[config.mk]
export PLATFORM = sky130hd
export DESIGN_NAME = xu_add_arb
export DESIGN_NICKNAME = d
export VERILOG_FILES = /design/src/rtl/xu_add_arb_pkg.sv /design/src/rtl/xu_add_arb_rr.sv /design/src/rtl/xu_add_arb.sv
export SDC_FILE = /design/constraint.sdc
export NUM_CORES = 1
export LEC_CHECK = 0
export CAP_MARGIN = 20
export CORE_ASPECT_RATIO = 1.2
export CORE_UTILIZATION = 45
export CTS_BUF_LIST = sky130_fd_sc_hd__clkbuf_16
export DETAILED_ROUTE_END_ITERATION = 10
export PLACE_DENSITY_LB_ADDON = 0.1
export SLEW_MARGIN = 0
export SYNTH_ARGS = -nofsm -noshare
export SYNTH_HDL_FRONTEND = slang
export SYNTH_SLANG_ARGS = --single-unit
[constraint.sdc]
create_clock -name nclk -period 9.4 [get_ports nclk]
set_clock_uncertainty 0.1 [all_clocks]
set_input_delay 1.41 -clock nclk [delete_from_list [all_inputs] [get_ports nclk]]
set_output_delay 1.41 -clock nclk [all_outputs]
set_load 0.005 [all_outputs]
[src/rtl/xu_add_arb_pkg.sv]
// Shared types and adder arithmetic for the XU add arbiter.
// Structs are sized for the widest supported configuration; narrower lanes zero-extend.
package xu_add_arb_pkg;

    localparam int XU_GPR_MAX = 64;
    localparam int XU_INV_MAX = XU_GPR_MAX / 8;
    localparam int XU_TAG_MAX = 8;

    typedef struct packed {
        logic [XU_GPR_MAX-1:0] rs1;
        logic [XU_GPR_MAX-1:0] rs2;
        logic [XU_INV_MAX-1:0] inv;
        logic                  ci;
        logic                  is64;
        logic [XU_TAG_MAX-1:0] tag;
        logic                  src;
    } add_op_t;

    typedef struct packed {
        logic [XU_GPR_MAX-1:0] rt;
        logic                  ovf;
        logic                  ca;
        logic [XU_TAG_MAX-1:0] tag;
        logic                  src;
    } add_res_t;

    typedef enum logic {
        RR_P0 = 1'b0,
        RR_P1 = 1'b1
    } rr_state_t;

    // narrow=1 models a 32-bit GPR build: inv repeats every 4 bits and 64b mode acts as 32b.
    function automatic add_res_t add_calc(input add_op_t op, input logic narrow);
        add_res_t              r;
        logic [XU_GPR_MAX-1:0] x;
        logic [XU_GPR_MAX-1:0] b;
        logic [XU_GPR_MAX:0]   s;
        logic [2:0]            idx;
        logic                  wide;
        logic                  c32;
        logic                  sx;
        logic                  sb;
        logic                  ss;
        for (int k = 0; k < XU_GPR_MAX; k++) begin
            idx = 3'(k);
            if (narrow) idx[2] = 1'b0;
            x[k] = op.rs1[k] ^ op.inv[idx];
        end
        b = op.rs2;
        if (narrow) begin
            x[XU_GPR_MAX-1:32] = '0;
            b[XU_GPR_MAX-1:32] = '0;
        end
        s    = {1'b0, x} + {1'b0, b} + {{XU_GPR_MAX{1'b0}}, op.ci};
        // carry into the upper word is recovered from the sum bit and its two addend bits
        c32  = s[32] ^ x[32] ^ b[32];
        wide = op.is64 & ~narrow;
        sx   = wide ? x[63] : x[31];
        sb   = wide ? b[63] : b[31];
        ss   = wide ? s[63] : s[31];
        r.rt  = s[XU_GPR_MAX-1:0];
        r.ovf = (sx == sb) & (ss != sx);
        r.ca  = wide ? s[XU_GPR_MAX] : c32;
        r.tag = op.tag;
        r.src = op.src;
        return r;
    endfunction

endpackage

[src/rtl/xu_add_arb_rr.sv]
// Two-way round-robin grant; the pointer names the requester that wins a tie.
//   state | meaning
//   RR_P0 | requester 0 wins when both request
//   RR_P1 | requester 1 wins when both request
module xu_add_arb_rr
    import xu_add_arb_pkg::*;
(
    input  logic       nclk,
    input  logic       rst,
    input  logic [1:0] req_val,
    input  logic       en,
    output logic [1:0] gnt
);

    rr_state_t state;
    rr_state_t state_nxt;

    always_ff @(posedge nclk or posedge rst) begin
        if (rst) begin
            state <= RR_P0;
        end else begin
            state <= state_nxt;
        end
    end

    always_comb begin
        gnt       = 2'b00;
        state_nxt = state;
        if (en) begin
            case (req_val)
                2'b01:   gnt = 2'b01;
                2'b10:   gnt = 2'b10;
                2'b11:   gnt = (state == RR_P0) ? 2'b01 : 2'b10;
                default: gnt = 2'b00;
            endcase
        end
        if (gnt[0]) begin
            state_nxt = RR_P1;
        end else if (gnt[1]) begin
            state_nxt = RR_P0;
        end
    end

endmodule

[src/rtl/xu_add_arb.sv]
// Arbitrates ALU issue and EA path onto one shared adder: stage A holds operands,
// stage B holds the registered result until the consumer takes it.
module xu_add_arb
    import xu_add_arb_pkg::*;
#(
    parameter int GPR_WIDTH = 64,
    parameter int TAG_WIDTH = 4,
    parameter int CNT_WIDTH = 16
) (
    input  logic                     nclk,
    input  logic                     rst,
    input  logic                     flush,
    input  logic [1:0]               req_val,
    output logic [1:0]               req_rdy,
    input  logic [2*GPR_WIDTH-1:0]   req_rs1,
    input  logic [2*GPR_WIDTH-1:0]   req_rs2,
    input  logic [2*GPR_WIDTH/8-1:0] req_inv,
    input  logic [1:0]               req_ci,
    input  logic [1:0]               req_64b,
    input  logic [2*TAG_WIDTH-1:0]   req_tag,
    output logic                     out_val,
    input  logic                     out_rdy,
    output logic                     out_src,
    output logic [TAG_WIDTH-1:0]     out_tag,
    output logic [GPR_WIDTH-1:0]     out_rt,
    output logic                     out_ovf,
    output logic                     out_ca,
    output logic [CNT_WIDTH-1:0]     conflict_cnt
);

    localparam int INV_WIDTH = GPR_WIDTH / 8;
    localparam bit NARROW    = (GPR_WIDTH == 32);

    add_op_t    lane_op [2];
    add_op_t    sel_op;
    add_op_t    a_op;
    add_res_t   b_res;
    logic       a_val;
    logic       b_val;
    logic       b_free;
    logic       a_move;
    logic       a_free;
    logic       grant;
    logic [1:0] gnt;
    logic       unused_res;

    always_comb begin
        for (int i = 0; i < 2; i++) begin
            lane_op[i]                     = '0;
            lane_op[i].rs1[GPR_WIDTH-1:0]  = req_rs1[i*GPR_WIDTH +: GPR_WIDTH];
            lane_op[i].rs2[GPR_WIDTH-1:0]  = req_rs2[i*GPR_WIDTH +: GPR_WIDTH];
            lane_op[i].inv[INV_WIDTH-1:0]  = req_inv[i*INV_WIDTH +: INV_WIDTH];
            lane_op[i].ci                  = req_ci[i];
            lane_op[i].is64                = req_64b[i];
            lane_op[i].tag[TAG_WIDTH-1:0]  = req_tag[i*TAG_WIDTH +: TAG_WIDTH];
            lane_op[i].src                 = (i == 1);
        end
    end

    // B frees up in the same cycle it is popped, so a full pipe still accepts on a pop.
    assign b_free = ~b_val | out_rdy;
    assign a_move = a_val & b_free;
    assign a_free = ~a_val | a_move;

    xu_add_arb_rr u_rr (
        .nclk    (nclk),
        .rst     (rst),
        .req_val (req_val),
        .en      (a_free & ~flush & ~rst),
        .gnt     (gnt)
    );

    assign req_rdy = gnt;
    assign grant   = |gnt;
    assign sel_op  = gnt[1] ? lane_op[1] : lane_op[0];

    always_ff @(posedge nclk or posedge rst) begin
        if (rst) begin
            a_val <= 1'b0;
            a_op  <= '0;
        end else begin
            if (flush) begin
                a_val <= 1'b0;
            end else if (grant) begin
                a_val <= 1'b1;
            end else if (a_move) begin
                a_val <= 1'b0;
            end
            if (grant) begin
                a_op <= sel_op;
            end
        end
    end

    always_ff @(posedge nclk or posedge rst) begin
        if (rst) begin
            b_val <= 1'b0;
            b_res <= '0;
        end else begin
            if (flush) begin
                b_val <= 1'b0;
            end else if (b_free) begin
                b_val <= a_val;
            end
            if (a_move) begin
                b_res <= add_calc(a_op, NARROW);
            end
        end
    end

    always_ff @(posedge nclk or posedge rst) begin
        if (rst) begin
            conflict_cnt <= '0;
        end else if ((req_val == 2'b11) && !(&conflict_cnt)) begin
            conflict_cnt <= conflict_cnt + 1'b1;
        end
    end

    assign out_val = b_val;
    assign out_src = b_res.src;
    assign out_tag = b_res.tag[TAG_WIDTH-1:0];
    assign out_rt  = b_res.rt[GPR_WIDTH-1:0];
    assign out_ovf = b_res.ovf;
    assign out_ca  = b_res.ca;

    // upper struct bits are unused in narrow builds
    assign unused_res = ^{b_res.rt, b_res.tag};

endmodule

; Yosys cells after proc, flatten, opt, wreduce, memory -nomap -nowiden
; Index checks and enable logic that the tools add are counted.
[word_totals]
ff_bits = 233
in_bits = 290
wordCells = 122
[classes]
eq_ne = 5
addsub = 3
muxes = 15
n_reduce_logical = 7
n_bitwise = 76
[ops]
columns = cell, count
row1 = 2-to-1 mux 147 bit, 1
row2 = bitwise XOR 1 bit, 66
row3 = adder 64 x 64 -> 65 bit, 1
row4 = adder 65 x 1 -> 65 bit, 1
row5 = adder 16 x 1 -> 16 bit (second input constant), 1
row6 = AND reduction 16 bit, 1
row7 = 2-to-1 mux 1 bit, 11
row8 = one-hot mux 2 bit (3 select lines), 1
row9 = bitwise AND 1 bit, 4
row10 = equality test 2 bit (second input constant), 2
row11 = 2-to-1 mux 2 bit, 2
row12 = NOT 1 bit, 4
row13 = nonzero test 2 bit, 2
row14 = nonzero test 3 bit, 1
row15 = equality test 2 x 1 -> 1 bit (second input constant), 1
row16 = OR 1 bit, 2
row17 = OR reduction 2 bit, 1
row18 = equality test 1 bit, 1
row19 = logical AND 1 bit, 1
row20 = zero test 1 bit, 1
row21 = != test 1 bit, 1

; Depth between registers and ports, before layout
; Gate-level depths: netlist (run 1).
[depth]
ltp_word = 10
mapped_depth = 15

; By module
; From an unflattened synthesis (run 1), not the netlist that was laid out.
[unflattened]
cells_unflattened = 1560
hier_area_um2 = 14241.2
[modules_own_cells]
columns = mod, instances, area_each_um2, seq_area_each_um2, cells_each
row1 = xu_add_arb, 1, 14168.6, 5805.6, 1550
row2 = xu_add_arb_rr, 1, 72.6, 25.0, 10

; Worst setup path before layout (run 1)
; Ideal clock, no wire load.
[synth_timing]
path_kind = in2out
from = input port out_rdy
to = output port req_rdy[1]
required_ns = 7.890
arrival_time_ns = 2.997
path_slack_ns = 4.893
stages = 8
path_buffers = 4
path_cell_list = nor2b_1 -> a211oi_1 -> nand3_1 -> clkbuf_1 -> buf_2 -> buf_1 -> inv_1 -> buf_4
[synth_via]
elab_chain_cells = 6
[synth_lines]
columns = element, line_no
row1 = from (decl), xu_add_arb.sv:22  ; input logic out_rdy,
row2 = OR 1 bit, xu_add_arb.sv:61  ; assign b_free = ~b_val | out_rdy;
row3 = bitwise AND 1 bit, xu_add_arb.sv:62  ; assign a_move = a_val & b_free;
row4 = OR 1 bit, xu_add_arb.sv:63  ; assign a_free = ~a_val | a_move;
row5 = bitwise AND 1 bit (2 in series), xu_add_arb.sv:69  ; .en (a_free & ~flush & ~rst),
row6 = 2-to-1 mux 2 bit, xu_add_arb_rr.sv:29  ; if (en) begin
row7 = to (decl), xu_add_arb.sv:14  ; output logic [1:0] req_rdy,
; Every way passes these cells.

; Worst setup path after layout (run 1)
; Ends and elaborated chain as after synthesis.

==> impl_metrics.toml, run 1 <==
[routing]
antenna_left = 0
drt_iter0_drc = 707
avgRoutedWirePerCell_um = 17.90
routed_wl_um = 41230
drc = 0
route.vias.total = 12380
first_pass_iters = 5
via_per_inst = 5.377

[cts]
clk_pin_slew_ns = 0.06
cts_tree = "built"
cts_resized = 0
hold_buffers = 0
clockBufferDepth = 3
postCtsSetupBuffers = 0
clkSinkCount = 233
root_buffer = "clkbuf_16"
cts_buffers = 25
htreeDepth = 1
clock_latency_ns = 0.53

[yosys]
syn-num-nets = 1919
async_reset_ff_frac = 1.000
netlist_area_um2 = 14140
seq_area_frac_synth = 0.4124
synth.distinct_cells = 62
synth_top_flop_cell = "dfrtp_1"
ys_ff_latch = 233
synth_edf_count = 0
synthCells = 1563
syn_avg_cell_area_um2 = 9.047
yosys_warnings = 0

[sta]
fin_crit_ns = 5.752
max_freq_mhz = 173.9
rsz0062_at_grt = "no"
finalSetupViolations = 0
relSlewSlack = 0.2960
finalSetupTns_ns = 0
timing.final.crit_share = 0.6119
hold_violations = 0
worst_pin_slew_ns = 1.056
final_max_slew_viol_count = 0

[cells_and_area]
fillCellCount = 2700
diodes = 0
final_common_cell = "clkdlybuf4s50_1"
regArea_um2 = 5831
post-route-util = 0.6194
multi_input_area_um2 = 7906
most-common-layout-cells = "clkdlybuf4s50_1, nand2_1, dfrtp_1, o21ai_0, mux2i_1"
design_area_um2 = 18990
drive_above_1_share = 0.03356
synthToLayoutAreaGrowth_pct = 34.28
nets = 2245

[setup_path]
critPathCaptureType = "output port"
r2r_start = "a_op[11]"
path_class = "input port to output port"
r2r-end = "out_rt[62]"
timing.critical_path.max_delay_family = "buffers and inverters"
rr_worst_depth = 14
cp.arrival_ns = 4.24
cp_max_fo = 38
worstPathCellList = "clkdlybuf4s50_1 -> nor2b_1 -> a211oi_2 -> nand3_4 -> inv_1 -> clkdlybuf4s50_1"
slowest_delay_ns = 0.81
path_buf_inv = 3
crit_slowest_cell = "a211oi_2"
reg2reg_slack_ns = 4.58
cp.required_ns = 7.89
crit_top_cell = "clkdlybuf4s50_1"
start_kind = "input port"

[worst_hold_path]
worstHoldStart = "a_op[2]"
min_to = "out_tag[1]"
worst_hold_path_type = "flip-flop to flip-flop"
min_delay_path_depth = 2

[status]
outcome = "finished clean"

[global_routing]
grt_pass1_wl_um = 64400
gr-total-overflow = 0
grt_use_total = 0.2569
grt_pass1_vias = 12330
grt_max_degree = 286
antenna_found_initial = 0

[place]
hpwl_um = 30700
io_buffer_count = 379
place_area_um2 = 18220
routabilityCongestion = 0.8807

[run]
maxCapViolations = 0

[die]
io_pins = 380
core_region_area_um2 = 30650
start_util = 0.4613
die_area_um2 = 32140
rows = 70
dieWidth_um = 163.8
fp.dieH_um = 196.2

[power]
peakVddDrop_mv = 0.1670
powerDensity_nw_per_um2 = 234.4
power.leakage_uw = 0.009308
area by class of cell:
class | count | area share
Clock inverter | 20 | 0.007512
Clock buffer | 25 | 0.03295
Inverter | 24 | 0.005140
Sequential cell | 233 | 0.3071
Multi-Input combinational cell | 1215 | 0.4164
Tap cell | 396 | 0.02610
Timing Repair Buffer | 390 | 0.2048
cells in the mapped netlist, drive strengths merged (3+ instances only):
| library cell | n | area [um^2] |
|---|---|---|
| nand2 | 292 | 1096 |
| nor2 | 49 | 186.4 |
| dfrtp | 233 | 5831 |
| clkbuf | 80 | 300.3 |
| or4 | 4 | 30.03 |
| o21a | 5 | 37.54 |
| or3 | 5 | 31.28 |
| a31oi | 7 | 43.79 |
| ha | 64 | 800.8 |
| o21ai | 237 | 1190 |
| a211o | 4 | 35.03 |
| o311ai | 4 | 35.04 |
| nor2b | 10 | 62.56 |
| xor2 | 97 | 849.6 |
| buf | 11 | 51.30 |
| a21oi | 78 | 390.4 |
| mux2i | 143 | 1431 |
| inv | 24 | 90.09 |
| nand2b | 9 | 56.30 |
| xnor2 | 38 | 332.8 |
| and2 | 3 | 18.77 |
| nor3 | 8 | 40.04 |
| a21o | 34 | 255.2 |
| a2111oi | 4 | 60.06 |
| and3 | 11 | 68.82 |
| o2111ai | 5 | 43.79 |
| o31ai | 4 | 30.03 |
| nand3 | 25 | 125.1 |
| o22ai | 4 | 25.02 |
| o21bai | 10 | 75.07 |
| a211oi | 12 | 95.09 |
| nand4 | 22 | 137.6 |
registers in the layout, summed over array words and instances (netlist names), 4 cells and up:
signal        flops
a_op            143
out_rt           64
conflict_cnt     16
out_tag           4
metrics by stage:
step / worst slack [ns] / hold WS, ns / power, uW / instances
after floorplan: 1.500 / 0.3386 / 2660 / 1563
after global placement: 3.601 / 0.3466 / 3485 / 2258
after detailed placement: 3.620 / 0.3514 / 3511 / 2258
after CTS: 3.610 / 0.3686 / 4474 / 2303
after global routing: 3.529 / 0.4058 / 4776 / 2303
final: 3.648 / 0.3697 / 4450 / 2303
worst max path at each step:
stage                       start          to  slack, ns  cells after the start
after CTS                 out_rdy  req_rdy[1]       3.61                      6
after floorplan               rst     a_op[0]       1.50                      1
after global routing      out_rdy  req_rdy[1]       3.53                      6
after detailed placement  out_rdy  req_rdy[1]       3.62                      6
final                     out_rdy  req_rdy[1]       3.65                      6
after global placement    out_rdy  req_rdy[1]       3.60                      6
per-layer routing:
metal,wire [um],global-route usage,vias to the layer above,share of wire
met2,20510,0.4488,367,0.50
met5,0,0,-,0
met3,2412,0.03975,61,0.059
met1,17230,0.3260,5823,0.42
met4,1077,0.07236,0,0.026
li1,-,-,6132,-
tightest hold or removal path, cell delays in order, from the launching register on:
cell and delay (ns):
dfrtp_1 0.34, nand2_1 0.05, nand2_1 0.05
cell families after synthesis:
family / after synthesis / share of synthesized area
buf+inv: 115 / 0.03124
mux: 145 / 0.1028
fa+ha+maj: 66 / 0.05946
xor+xnor: 135 / 0.08362
flops: 233 / 0.4124
compound gates: 426 / 0.1768
simple gates: 443 / 0.1337
report_power, final:
group	internal, uW	switching (uW)
combinational	984	1050
sequential	1260	205
clock	536	410
(Power assumes the default switching activity.)
==> run 2, diff against run 1 <==
- clock period: 9.4 -> 5.2 ns (I/O delays scaled with it)
==> run 2 against run 1 <==
Worst setup slack got worse by 2.8 ns. Core utilization rose by 0.56 points. Sequential power rose by 82%. Via count rose by 0.69%. Sequential share of layout area fell by 0.28 points. Non-clock buffer count rose by 3. Final area rose by 0.91%. Critical path depth rose by 7. Register-to-register slack got worse by 3.7 ns. Clock power rose by 100%. Count of clock-buffer cells in the layout did not move. Final cell count rose by 0.17%. Largest power group unchanged.
==> impl_metrics.toml, run 2 (synthesis results as in run 1) <==
[setup_path]
start_kind = "flip-flop"
slowest_delay_ns = 0.77
r2r_start = "a_op[12]"
critPathCaptureType = "flip-flop"
cp.arrival_ns = 4.61
r2r-end = "out_rt[58]"
path_class = "flip-flop to flip-flop"
crit_slowest_cell = "dfrtp_1"
cp_max_fo = 9
worstPathCellList = "xor2_1 -> inv_1 -> fa_1 -> nor2b_1 -> o2111a_1 -> o211ai_1 -> a2111oi_2 -> o2111ai_1 -> a2111oi_0 -> nor3_1 -> o21ai_1 -> xnor2_1 -> o21ai_1"
reg2reg_slack_ns = 0.87
rr_worst_depth = 13
cp.required_ns = 5.48
crit_top_cell = "o21ai_1"

[cts]
clock_latency_ns = 0.53
htreeDepth = 1
cts_resized = 0
clkSinkCount = 233
root_buffer = "clkbuf_16"
clk_pin_slew_ns = 0.06
postCtsSetupBuffers = 0
cts_buffers = 25
hold_buffers = 0
cts_tree = "built"
clockBufferDepth = 3

[cells_and_area]
nets = 2248
synthToLayoutAreaGrowth_pct = 35.50
most-common-layout-cells = "clkdlybuf4s50_1, nand2_1, dfrtp_1, o21ai_0, mux2i_1"
final_common_cell = "clkdlybuf4s50_1"
post-route-util = 0.6250
drive_above_1_share = 0.03665
max_flop_register = "a_op"
largest_reg_flops = 143

[routing]
via_per_inst = 5.405
drc = 0
first_pass_iters = 5
drt_iter0_drc = 794
antenna_left = 0
route.vias.total = 12470
routed_wl_um = 43550
avgRoutedWirePerCell_um = 18.88

[sta]
worst_pin_slew_ns = 1.052
rsz0062_at_grt = "no"
fin_crit_ns = 4.330
finalSetupTns_ns = 0
timing.final.crit_share = 0.8327
final_max_slew_viol_count = 0
finalSetupViolations = 0
hold_violations = 0
max_freq_mhz = 230.9
relSlewSlack = 0.2985

[global_routing]
antenna_found_initial = 1
grt_max_degree = 228
grt_use_total = 0.2713
grt_pass1_wl_um = 67360
grt_pass1_vias = 12370
gr-total-overflow = 0

[place]
routabilityCongestion = 0.9274
io_buffer_count = 379
hpwl_um = 33520

[worst_hold_path]
min_to = "out_rt[23]"
worstHoldStart = "out_rt[23]"
worst_hold_path_type = "flip-flop to flip-flop"
min_delay_path_depth = 2

[die]
rows = 70
start_util = 0.4613
fp.dieH_um = 196.2
die_area_um2 = 32140
core_region_area_um2 = 30650
io_pins = 380
dieWidth_um = 163.8

[power]
peakVddDrop_mv = 0.4008
powerDensity_nw_per_um2 = 436.8
power.leakage_uw = 0.009368

[run]
maxCapViolations = 0

[status]
outcome = "finished clean"
[run 2: worst max-delay path by stage]
stage / depth (start not counted) / startpoint / slack, ns / to
final: 13 / a_op[12] / 0.87 / out_rt[58]
after CTS: 12 / a_op[14] / 0.95 / out_rt[62]
after global placement: 12 / a_op[14] / 1.04 / out_rt[62]
after global routing: 13 / a_op[12] / 0.52 / out_rt[62]
after detailed placement: 12 / a_op[14] / 0.97 / out_rt[62]
after floorplan: 1 / rst / 1.27 / a_op[0]
[run 2: where the power goes]
part           switching (uW)  total (uW)  internal, uW
Sequential                403        2680          2280
Combinational            1970        3750          1790
Clock                     755        1930          1180
Total                    3120        8370          5240
[run 2: cell type report]
class | count | area (um^2)
Sequential cell | 233 | 5831
Inverter | 24 | 93.84
Clock buffer | 25 | 625.6
Antenna cell | 1 | 2.502
Tap cell | 396 | 495.5
Clock inverter | 20 | 261.5
Fill cell | 2695 | 11490
Timing Repair Buffer | 393 | 3949
Multi-Input combinational cell | 1215 | 7901
[run 2: stage by stage]
stage / setup slack [ns] / power [uW] / instances / cell area, um^2 / hold WS (ns)
after CTS: 0.9455 / 8415 / 2306 / 19160 / 0.3800
final: 0.8698 / 8368 / 2307 / 19160 / 0.3753
after global routing: 0.5188 / 8923 / 2306 / 19160 / 0.3913
after detailed placement: 0.9696 / 6444 / 2261 / 18270 / 0.3577
after floorplan: 1.270 / 4809 / 1563 / 14140 / 0.3386
after global placement: 1.045 / 6416 / 2261 / 18270 / 0.3517
[run 2: worst max-delay path, delay by kind of cell, from the launching register on]
kind,cells,cell delay [ns]
AND/OR/NAND/NOR,2,0.34
adder cells (fa/ha/maj),1,0.42
XOR/XNOR,2,0.40
buffers and inverters,1,0.09
AO/OA/AOI/OAI,7,2.05
flip-flops,1,0.77
[run 2: per-layer routing]
| layer | vias to the layer above | GRT usage | wire length (um) |
|---|---|---|---|
| met5 | - | 0 | 0 |
| met4 | 0 | 0.08265 | 1269 |
| met3 | 70 | 0.03975 | 2264 |
| met2 | 339 | 0.4761 | 21590 |
| met1 | 5913 | 0.3412 | 18420 |
| li1 | 6147 | - | - |
==> run 3, diff against run 2 <==
- clock period: 5.2 -> 3.5 ns (I/O delays scaled with it)
==> run 3 against run 2 <==
Maximum frequency increased by 19%. Global-route usage is 0.27 points lower. Critical path type unchanged. Sequential power grew 47%. Highest routed layer unchanged. Non-clock buffer count up 113. The run now ends with setup timing left. Via count increased by 3.3%. Clock power grew 26%. Wire length down 0.37%. Worst setup slack worse by 1.0 ns. Count of clock-buffer cells in the layout is 2 higher. Worst hold slack lost 0.0055 ns. Critical endpoint is now out_rt[49]. Final area up 6.1%. Register-to-register slack lost 1.0 ns.
==> impl_metrics.toml, run 3 (synthesis results as in run 1) <==
[routing]
avgRoutedWirePerCell_um = 17.97
route.vias.total = 12890
drt_iter0_drc = 725
routed_wl_um = 43390
first_pass_iters = 7
drc = 0
via_per_inst = 5.336
antenna_left = 0

[sta]
rsz0062_at_grt = "yes"
setup_ws_ns = -0.1289
timing.final.crit_share = 1.037
hold_violations = 0
worst_pin_slew_ns = 0.5987
final_max_slew_viol_count = 0
max_freq_mhz = 275.6
relSlewSlack = 0.6001
finalSetupViolations = 7
fin_crit_ns = 3.629

[cts]
clockBufferDepth = 3
htreeDepth = 1
clkSinkCount = 233
cts_buffers = 26
root_buffer = "clkbuf_16"
clk_pin_slew_ns = 0.06
clock_latency_ns = 0.53
cts_tree = "built"
hold_buffers = 0

[cells_and_area]
most-common-layout-cells = "clkdlybuf4s50_1, nand2_1, dfrtp_1, o21ai_0, mux2i_1"
design_area_um2 = 20330
drive_above_1_share = 0.1169
diodes = 0
largest_reg_flops = 143
max_flop_register = "a_op"
synthToLayoutAreaGrowth_pct = 43.76
nets = 2362
instances_no_fill = 2415
final_common_cell = "clkdlybuf4s50_1"

[place]
routabilityCongestion = 0.9293
place_area_um2 = 19080
io_buffer_count = 379
hpwl_um = 33700
dp_cells = 2358

[setup_path]
crit_top_cell = "buf_4"
r2r_start = "a_op[11]"
rr_worst_depth = 15
critPathCaptureType = "flip-flop"
r2r-end = "out_rt[49]"
crit_slowest_cell = "or4_1"
slowest_delay_ns = 0.41
crit_end = "out_rt[49]"
start_kind = "flip-flop"
cp_max_fo = 4
worstPathCellList = "buf_4 -> buf_12 -> xor2_1 -> ha_1 -> and3_4 -> nand2_2 -> a211oi_4 -> o21ai_4 -> a2111oi_4 -> buf_4 -> nor2_4 -> o41ai_4 -> a21boi_2 -> or4_1 -> nand3_1"
path_class = "flip-flop to flip-flop"
cp.required_ns = 3.86
cp-startpoint = "a_op[11]"
cp.arrival_ns = 3.99
reg2reg_slack_ns = -0.13

[global_routing]
grt_use_total = 0.2686
grt_pass1_wl_um = 67450
gr-total-overflow = 0
antenna_found_initial = 0
grt_max_degree = 141
grt_pass1_vias = 13010

[die]
die_area_um2 = 32140
dieWidth_um = 163.8
core_region_area_um2 = 30650
rows = 70
io_pins = 380
fp.dieH_um = 196.2
start_util = 0.4613

[power]
powerDensity_nw_per_um2 = 639.3
peakVddDrop_mv = 0.4353
power.leakage_uw = 0.009934

[run]
maxCapViolations = 0

[worst_hold_path]
worst_hold_path_type = "input port to async pin"

[status]
violations = "setup timing"
outcome = "finished, violations left"
## run 3: changes by cell type in the layout (fill, tap and decap cells not counted), sizes merged
cell	delta
bufinv	-6
clkinv	-3
diode	-1
clkinvlp	-1
inv	+4
clkbuf	+2
buf	+113
## run 3: metal layers
layer | GRT usage | vias up | part of all wire | wire length (um)
met1 | 0.3269 | 6091 | 0.40 | 17530
met3 | 0.03425 | 73 | 0.050 | 2183
met2 | 0.4838 | 348 | 0.51 | 22300
met4 | 0.09088 | 0 | 0.032 | 1376
met5 | 0 | - | 0 | 0
li1 | - | 6374 | - | -
## run 3: worst min-delay path by stage
| stage | depth (start not counted) | slack, ns | start | endpoint |
|---|---|---|---|---|
| 2_1_floorplan | 2 | 0.34 | a_op[1] | out_tag[0] |
| 3_3_place_gp | 2 | 0.35 | a_op[2] | out_tag[1] |
| 3_5_place_dp | 2 | 0.36 | out_rt[23] | out_rt[23] |
| 4_1_cts | 2 | 0.37 | rst | a_op[15] |
| 5_1_grt | 2 | 0.40 | rst | a_op[78] |
| 6_report | 2 | 0.37 | rst | a_op[83] |
## run 3: area by class of cell
type                            instances  area [um^2]
Clock buffer                           27        675.6
Clock inverter                         14        61.31
Fill cell                            2618        10330
Inverter                               24        93.84
Multi-Input combinational cell       1215         8285
Sequential cell                       233         5836
Tap cell                              396        495.5
Timing Repair Buffer                  506         4880
## run 3: worst max-delay path, delay by kind of cell, from the launching register on
kind / cells / cell delay (ns)
DFF: 1 / 0.40
AOI/OAI and AO/OA: 5 / 1.31
adders and majority gates: 1 / 0.31
buffers and inverters: 3 / 0.49
xor gates and xnor gates: 1 / 0.15
and+or+nand+nor: 5 / 0.81
## run 3: repair_timing
item	in CTS	in global routing
pin swaps	25	30
gates resized for setup	35	63
buffers inserted	8	9
endpoints found under the setup margin	29	31
## run 3: report_power, final
group | internal (uW) | switching (uW) | total (uW)
combinational | 3310 | 3310 | 6620
clock | 1370 | 1070 | 2440
sequential | 3390 | 539 | 3930
total | 8080 | 4920 | 13000
## run 3: stage by stage
step                  util  hold WS [ns]  total power (uW)  setup slack [ns]  TNS (ns)
CTS                 0.6527        0.3681             12770          -0.07493   -0.2918
finish              0.6631        0.3697             12990           -0.1289   -0.5302
global route        0.6631        0.3978             13860           -0.2503    -2.554
floorplan                -        0.3386              7154           -0.1749    -40.76
detailed placement  0.6224        0.3600             10120           -0.4463    -4.461
global placement    0.6224        0.3478             10030           -0.3278    -2.194
